$ cat src/rtl/types_pkg.sv
// Shared pipeline types for the ALU reservation station.
// Holds the dispatch and issue bundles plus the source-ready helper.
package types_pkg;

    localparam int ALU_RS_DEPTH = 8;
    localparam int PREG_W = 8;

    typedef struct packed {
        logic [6:0]        Opcode;
        logic [PREG_W-1:0] prd;
        logic [PREG_W-1:0] pr1;
        logic [PREG_W-1:0] pr2;
        logic [31:0]       imm;
        logic [3:0]        rob_index;
        logic              pr1_ready;
        logic              pr2_ready;
    } dispatch_pipeline_data;

    typedef struct packed {
        logic              valid;
        logic [6:0]        Opcode;
        logic [PREG_W-1:0] prd;
        logic [PREG_W-1:0] pr1;
        logic              pr1_ready;
        logic [PREG_W-1:0] pr2;
        logic              pr2_ready;
        logic [31:0]       imm;
        logic [3:0]        rob_index;
        logic [1:0]        fu;
        logic [2:0]        age;
    } alu_rs_data;

    // A source is ready if already marked, is the zero register,
    // or is being produced on either writeback port right now.
    function automatic logic rs_src_ready(
        input logic [PREG_W-1:0] tag,
        input logic              rdy,
        input logic              wb0_valid,
        input logic [PREG_W-1:0] wb0_tag,
        input logic              wb1_valid,
        input logic [PREG_W-1:0] wb1_tag
    );
        return rdy || (tag == '0) ||
               (wb0_valid && (wb0_tag == tag)) ||
               (wb1_valid && (wb1_tag == tag));
    endfunction

endpackage

$ cat src/rtl/alu_rs_select.sv
// Oldest-ready picker: grants the eligible entry with the smallest age.
// Ages of valid entries are unique, so the grant is one-hot.
module alu_rs_select
    import types_pkg::*;
#(
    parameter int N = ALU_RS_DEPTH
) (
    input  logic [N-1:0]      elig,
    input  logic [N-1:0][2:0] age,
    output logic [N-1:0]      grant,
    output logic              found
);

    // An entry wins when no other eligible entry is older.
    always_comb begin
        grant = '0;
        for (int i = 0; i < N; i++) begin
            grant[i] = elig[i];
            for (int j = 0; j < N; j++) begin
                if ((j != i) && elig[j] && (age[j] < age[i])) begin
                    grant[i] = 1'b0;
                end
            end
        end
        found = |elig;
    end

endmodule

$ cat src/rtl/alu_rs.sv
// ALU reservation station: age-ordered buffer with tag wakeup and issue.
// Optional macro ALU_RS_SAME_CYCLE_WAKEUP_EN enables 0-cycle wakeup-to-issue.
module alu_rs #(
    parameter int RS_DEPTH = types_pkg::ALU_RS_DEPTH,
    parameter int PREG_W   = types_pkg::PREG_W
) (
    input  logic                             clk,
    input  logic                             reset,
    input  logic                             disp_valid,
    input  types_pkg::dispatch_pipeline_data disp_data,
    input  logic [1:0]                       disp_fu,
    output logic                             disp_ready,
    input  logic                             wb0_valid,
    input  logic [PREG_W-1:0]                wb0_tag,
    input  logic                             wb1_valid,
    input  logic [PREG_W-1:0]                wb1_tag,
    output logic                             issue_valid,
    output types_pkg::alu_rs_data            issue_data,
    input  logic                             issue_ready,
    input  logic                             flush,
    output logic [3:0]                       rs_count
);

    types_pkg::alu_rs_data ent_q [RS_DEPTH];
    types_pkg::alu_rs_data new_ent;
    types_pkg::alu_rs_data sel;
    logic [3:0]                 count_q;
    logic [RS_DEPTH-1:0]        elig;
    logic [RS_DEPTH-1:0][2:0]   ages;
    logic [RS_DEPTH-1:0]        grant;
    logic [RS_DEPTH-1:0]        alloc_oh;
    logic                       found;
    logic                       hit;
    logic                       do_alloc;
    logic                       do_issue;

    // Eligibility per entry; the macro build also counts live broadcasts.
    always_comb begin
        elig = '0;
        ages = '0;
        for (int i = 0; i < RS_DEPTH; i++) begin
            ages[i] = ent_q[i].age;
`ifdef ALU_RS_SAME_CYCLE_WAKEUP_EN
            elig[i] = ent_q[i].valid &&
                types_pkg::rs_src_ready(ent_q[i].pr1, ent_q[i].pr1_ready,
                    wb0_valid, wb0_tag, wb1_valid, wb1_tag) &&
                types_pkg::rs_src_ready(ent_q[i].pr2, ent_q[i].pr2_ready,
                    wb0_valid, wb0_tag, wb1_valid, wb1_tag);
`else
            elig[i] = ent_q[i].valid && ent_q[i].pr1_ready &&
                      ent_q[i].pr2_ready;
`endif
        end
    end

    alu_rs_select #(
        .N(RS_DEPTH)
    ) u_select (
        .elig  (elig),
        .age   (ages),
        .grant (grant),
        .found (found)
    );

    // Mux out the granted entry; zeros when nothing is ready.
    always_comb begin
        sel = '0;
        for (int i = 0; i < RS_DEPTH; i++) begin
            if (grant[i]) sel = ent_q[i];
        end
        if (found) begin
            sel.valid     = 1'b1;
            sel.pr1_ready = 1'b1;
            sel.pr2_ready = 1'b1;
        end
    end

    assign issue_data  = sel;
    assign issue_valid = found && !flush;
    assign disp_ready  = (count_q < 4'(RS_DEPTH));
    assign rs_count    = count_q;
    assign do_alloc    = disp_valid && disp_ready && !flush;
    assign do_issue    = issue_valid && issue_ready;

    // Lowest-index free slot for allocation.
    always_comb begin
        alloc_oh = '0;
        hit      = 1'b0;
        for (int i = 0; i < RS_DEPTH; i++) begin
            if (!ent_q[i].valid && !hit) begin
                alloc_oh[i] = 1'b1;
                hit         = 1'b1;
            end
        end
    end

    // Build the incoming entry, catching same-cycle writebacks.
    always_comb begin
        new_ent           = '0;
        new_ent.valid     = 1'b1;
        new_ent.Opcode    = disp_data.Opcode;
        new_ent.prd       = disp_data.prd;
        new_ent.pr1       = disp_data.pr1;
        new_ent.pr2       = disp_data.pr2;
        new_ent.imm       = disp_data.imm;
        new_ent.rob_index = disp_data.rob_index;
        new_ent.fu        = disp_fu;
        new_ent.pr1_ready = types_pkg::rs_src_ready(disp_data.pr1,
            disp_data.pr1_ready, wb0_valid, wb0_tag, wb1_valid, wb1_tag);
        new_ent.pr2_ready = types_pkg::rs_src_ready(disp_data.pr2,
            disp_data.pr2_ready, wb0_valid, wb0_tag, wb1_valid, wb1_tag);
        new_ent.age       = 3'(count_q) - {2'b00, do_issue};
    end

    // Entry state: allocate, issue, wakeup, age compaction, flush.
    always_ff @(posedge clk or posedge reset) begin
        if (reset) begin
            for (int i = 0; i < RS_DEPTH; i++) ent_q[i] <= '0;
            count_q <= '0;
        end else if (flush) begin
            for (int i = 0; i < RS_DEPTH; i++) ent_q[i] <= '0;
            count_q <= '0;
        end else begin
            for (int i = 0; i < RS_DEPTH; i++) begin
                if (do_alloc && alloc_oh[i]) begin
                    ent_q[i] <= new_ent;
                end else if (do_issue && grant[i]) begin
                    ent_q[i] <= '0;
                end else if (ent_q[i].valid) begin
                    ent_q[i].pr1_ready <= types_pkg::rs_src_ready(
                        ent_q[i].pr1, ent_q[i].pr1_ready,
                        wb0_valid, wb0_tag, wb1_valid, wb1_tag);
                    ent_q[i].pr2_ready <= types_pkg::rs_src_ready(
                        ent_q[i].pr2, ent_q[i].pr2_ready,
                        wb0_valid, wb0_tag, wb1_valid, wb1_tag);
                    if (do_issue && (ent_q[i].age > sel.age)) begin
                        ent_q[i].age <= ent_q[i].age - 3'd1;
                    end
                end
            end
            count_q <= count_q + {3'b000, do_alloc} - {3'b000, do_issue};
        end
    end

endmodule
$ cat config.mk
export PLATFORM = sky130hd
export DESIGN_NAME = alu_rs
export DESIGN_NICKNAME = d
export VERILOG_FILES = /design/src/rtl/types_pkg.sv /design/src/rtl/alu_rs_select.sv /design/src/rtl/alu_rs.sv
export SDC_FILE = /design/constraint.sdc
export NUM_CORES = 2
export LEC_CHECK = 0
export BUFFER_PORTS_ARGS = -buffer_cell sky130_fd_sc_hd__buf_2
export CAP_MARGIN = 5
export CORE_MARGIN = 2
export CORE_UTILIZATION = 55
export DETAILED_ROUTE_END_ITERATION = 16
export PLACE_DENSITY = 0.69
export SLEW_MARGIN = 20
export SYNTH_ARGS = -nofsm -noshare
export SYNTH_HDL_FRONTEND = slang
export SYNTH_HIERARCHICAL = 1
export SYNTH_SLANG_ARGS = --single-unit
$ cat constraint.sdc
create_clock -name clk -period 26.4 [get_ports clk]
set_input_delay 5.28 -clock clk [delete_from_list [all_inputs] [get_ports clk]]
set_output_delay 5.28 -clock clk [all_outputs]
set_load 0.005 [all_outputs]
## Yosys cells after proc, flatten, opt, wreduce, memory -nomap -nowiden

Cells that the tools add are included.

| word-level totals | value |
|---|---|
| input bits | 94 |
| word-level logic and storage cells | 634 |
| register bits | 604 |
| output and inout port bits | 81 |

| operators by class | value |
|---|---|
| add/subtract/negate cells | 11 |
| reductions and logical operators | 262 |
| $lt $le $gt $ge | 65 |
| eq/ne operators | 36 |
| multiplexer cells | 171 |

Operator list:

| kind | count |
|---|---|
| 75-bit 2-to-1 mux | 16 |
| 600-bit 2-to-1 mux | 1 |
| 38-bit 2-to-1 mux | 8 |
| 8-bit equality test | 36 |
| 24-bit 2-to-1 mux | 8 |
| 3-bit less-than comparator | 56 |
| 8-bit zero test | 18 |
| 1-bit logical AND | 143 |
| 1-bit 2-to-1 mux | 105 |
| 3-bit 2-to-1 mux | 24 |
| 8-bit 2-to-1 mux | 8 |
| 4-bit nonzero test | 16 |
| 1-bit logical OR | 54 |
| 3-bit greater-than comparator | 8 |
| 3-bit nonzero test | 8 |
| 3-bit by 1-bit subtractor with 3-bit output (second input constant) | 8 |
| 2-bit AND reduction | 8 |
| 1-bit zero test | 14 |
| 8-bit OR reduction | 1 |
| 4-bit by 1-bit adder with 4-bit output | 1 |
| 4-bit less-than comparator (second input constant) | 1 |
| 4-bit 2-to-1 mux | 1 |
| 4-bit by 1-bit subtractor with 4-bit output | 1 |
| 3-bit by 1-bit subtractor with 3-bit output | 1 |

## Longest topological paths before layout

| depth | value |
|---|---|
| depth after elaboration | 25 |
| depth in mapped cells | 25 |
| mapped depth without buffers | 22 |

## Hierarchy

Netlist, hierarchy kept.

Modules (own cells, without submodules):

| module | area an instance (um^2) | cells each | seq. area each (um^2) | instances |
|---|---|---|---|---|
| alu_rs | 32816.5 | 3684 | 15114.5 | 1 |
| alu_rs_select | 2135.8 | 284 | 0.0 | 1 |

## Worst setup path after synthesis

OpenSTA, ideal clock, no wires.

| path | value |
|---|---|
| path type | input to output |
| from | input port flush |
| to | output port issue_valid |
| required time | 21.120 ns |
| path buffers | 2 |
| slack | 15.324 ns |
| arrival time | 5.796 ns |
| cell stages on the path | 3 |
| path through | buf_2 -> buf_1 -> nor2b_1 |

| on the way | value |
|---|---|
| cells in the longest elaborated chain, start to end | 2 |

RTL lines:

| what | line | source |
|---|---|---|
| from (decl) | alu_rs.sv:20 | `input logic flush,` |
| 1-bit zero test | alu_rs.sv:79 | `assign issue_valid = found && !flush;` |
| 1-bit logical AND | alu_rs.sv:79 |  |
| to (decl) | alu_rs.sv:17 | `output logic issue_valid,` |

Every way passes these cells.

## Worst setup path in the final report

Same ends and word-level chain as after synthesis.

==> results.toml <==
[cells_and_area]
share_of_post_route_cells_with_drive_strength_above_1 = 0.0993
fin_nets = 4086
areaGrowthSynthToFinish_pct = 9.36
area_of_all_placed_cells_without_fillers_um2 = 38200
filler_cell_count = 5530
finalCoreUtilization = 0.607

[power]
max-vdd-ir-drop_v = 0.0000587
power_leakage_nw = 18.9
cellPowerDensity_nw_per_um2 = 58.3

[clock_network]
clkLatencyLatePin_ps = 620
cts_setup_buffers = 0
cts-buffers-inserted = 67
cts.reportedPaths.clkPinSlew_ps = 50
cts_htree_levels = 3
post_cts_repair_resize_count = 0
hold_buffers = 0
cts_buffer_depth = 3
clock_net_sink_count = 604
cts.root.buffer_cell = "clkbuf_16"
tritoncts_clock_tree = "done"

[worst_hold_path]
holdCritStartpoint = "ent_q[157]"
whs_path_cells = 2
worst_hold_path_type = "reg2reg"

[global_route]
grtUsageMet1 = 0.478
grt_max_degree = 144
antenna_found_initial = 5
grtUsageMet3 = 0.0604
gr-total-overflow = 0
grt_pass1_wl_um = 176000
grt_most_used_layer = "met2"
met2_usage = 0.517
track_usage = 0.339
grt_pass1_vias = 29639

[route]
route.detailed.drc = 0
initial_detailed_routing_violation_count = 3063
ant_nets = 0
wirelength_um = 113000
vias_per_cell = 6.51
vias = 31055
routed_wl_per_cell_um = 23.7
first_pass_iters = 6

[timing]
setup_total_negative_slack_ps = 0
max_clk_rate_ghz = 0.0893
final.min_clock_period_ps = 11200
max_slew_margin = 0.236
timing.clock.skew_ps = 23.2
setup_violations = 0
grt_setup_unrepaired = "no"
worst-slew-pin-transition_ps = 1150
timing_max_transition_violations_final = 0
period_share = 0.424
hold_viol_final = 0
hold_ws_ps = 493

[floorplan]
floorplan.die.height_um = 256
core_area_um2 = 63000
floorplan.rows = 92
die_area_um2 = 65600
initial_core_util = 0.555
die_x_um = 256
pin_count = 175

[critical_path]
critPathMaxFanout = 18
worst_path_required_time_ps = 21120
reg2reg_setup_slack_ps = 19610
crit_path_start = "flush"
critPathLaunchType = "primary input"
timing.rr.start = "ages[4]"
critical_path.endpoint_type = "primary output"
timing.setup.critical_path_class = "in2out"
worstRegToRegCells = 22
worst_ep_arrival_time_ps = 5920

[synth]
ys_types = 79
post_synth_inst_count = 3968
post_synth_main_area_contributors = "dfrtp_1, nand2_1, a22o_1"
syn_nets = 4177
postSynth.asyncResetShare = 1.00
synthesis.area_um2 = 35000
synth_area_per_cell_um2 = 8.81
synth_edf_count = 0
synth_top_area_frac = 0.432
synthFlopType = "dfrtp_1"
yosys.area.top_type = "dfrtp_1"
postSynthRegisterBits = 604
yosys_warnings = 6
ys_seq_area_frac = 0.432

[placed_design]
buffer_ports.inserted = 174
detailed_place_hpwl_um = 65800
post_dp_cell_area_um2 = 35900
place.gp.congestion = 0.934

[status]
status = "finished clean"

[job]
maxCapViolations = 0
cells in the final DEF, fill, tap and decap left out, types with 13 or more instances in the layout:
cell       count
a31oi_1       16
nand3b_1      52
clkbuf_8      16
buf_4         46
clkbuf_16     70
mux2i_1       70
nor2b_1       31
nand4_1       13
ha_1         114
a221oi_1      27
buf_2        174
xnor2_1       85
nor3_1        41
nand3_1      349
and3_1        19
o22ai_1       98
dfrtp_1      604
a22o_1       277
a21oi_1      319
nor2_1        72
inv_1         65
o21ai_0      109
xor2_1       217
nor4_1        87
nand2_1      763
final timing paths:
kind,end
min in group asynchronous,ent_q[89]
max reg2reg,ages[13]
max,issue_valid
min reg2reg,ent_q[157]
max in group asynchronous,ent_q[50]
min,ent_q[157]
where the power goes:
| group | internal, mW | switching (mW) |
|---|---|---|
| Combinational | 0.0910 | 0.169 |
| Sequential | 0.960 | 0.0407 |
| Clock | 0.572 | 0.396 |
state kept, by name, indices dropped and copies added (netlist names):
register and count:
ent_q 576, rs_count 4, ages 24
cell type report:
cell class	instances	area, um^2	share of cell area
Sequential cell	604	15100	0.395
Clock buffer	98	2020	0.0528
Tap cell	846	1060	0.0277
Antenna cell	1	2.50	0.0000655
Clock inverter	21	248	0.00648
Timing Repair Buffer	222	1250	0.0327
Inverter	68	264	0.00691
Multi-Input combinational cell	2914	18300	0.478
cell usage after synthesis (8+ instances only):
master	number
nand2_1	763
dfrtp_1	604
nand3_1	349
a21oi_1	320
a22o_1	277
clkbuf_1	261
xor2_1	217
ha_1	114
o21ai_0	109
o22ai_1	98
nor4_1	90
xnor2_1	85
nor2_1	78
mux2i_1	70
inv_1	66
clkbuf_2	53
nand3b_1	52
buf_1	50
nor3_1	43
nor2b_1	32
a221oi_1	27
a31oi_1	21
and3_1	19
buf_2	18
nand4_1	13
o2111ai_1	9
a2bb2oi_1	8
o211ai_1	8
metrics by stage:
step / power (mW) / worst slack [ps] / instances
4_1_cts: 2.23 / 15200 / 4772
6_report: 2.23 / 15200 / 4774
3_5_place_dp: 1.27 / 15200 / 4653
3_3_place_gp: 1.27 / 15200 / 4653
5_1_grt: 2.30 / 15150 / 4773
2_1_floorplan: 1.19 / 4210 / 3968
logic make-up (layout without fill, tap and decap cells):
family	count (synthesis)	after routing	synth area share
compound gates	955	955	0.186
xor+xnor	302	302	0.0757
fa+ha+maj	115	115	0.0414
buf+inv	450	409	0.0509
flops	604	604	0.432
mux	74	74	0.0213
other cells	0	1	0
simple gates	1468	1468	0.192
critical path, stage by stage:
cell and delay (ps):
buf_2 420, nor2b_1 80, buf_2 140
layer usage:
layer,part of all wire,vias up
li1,-,13873
met1,0.42,15309
met2,0.44,1579
met3,0.093,286
met4,0.040,8
met5,0.00050,-
No activity file was read; power rests on OpenSTA's default activity.
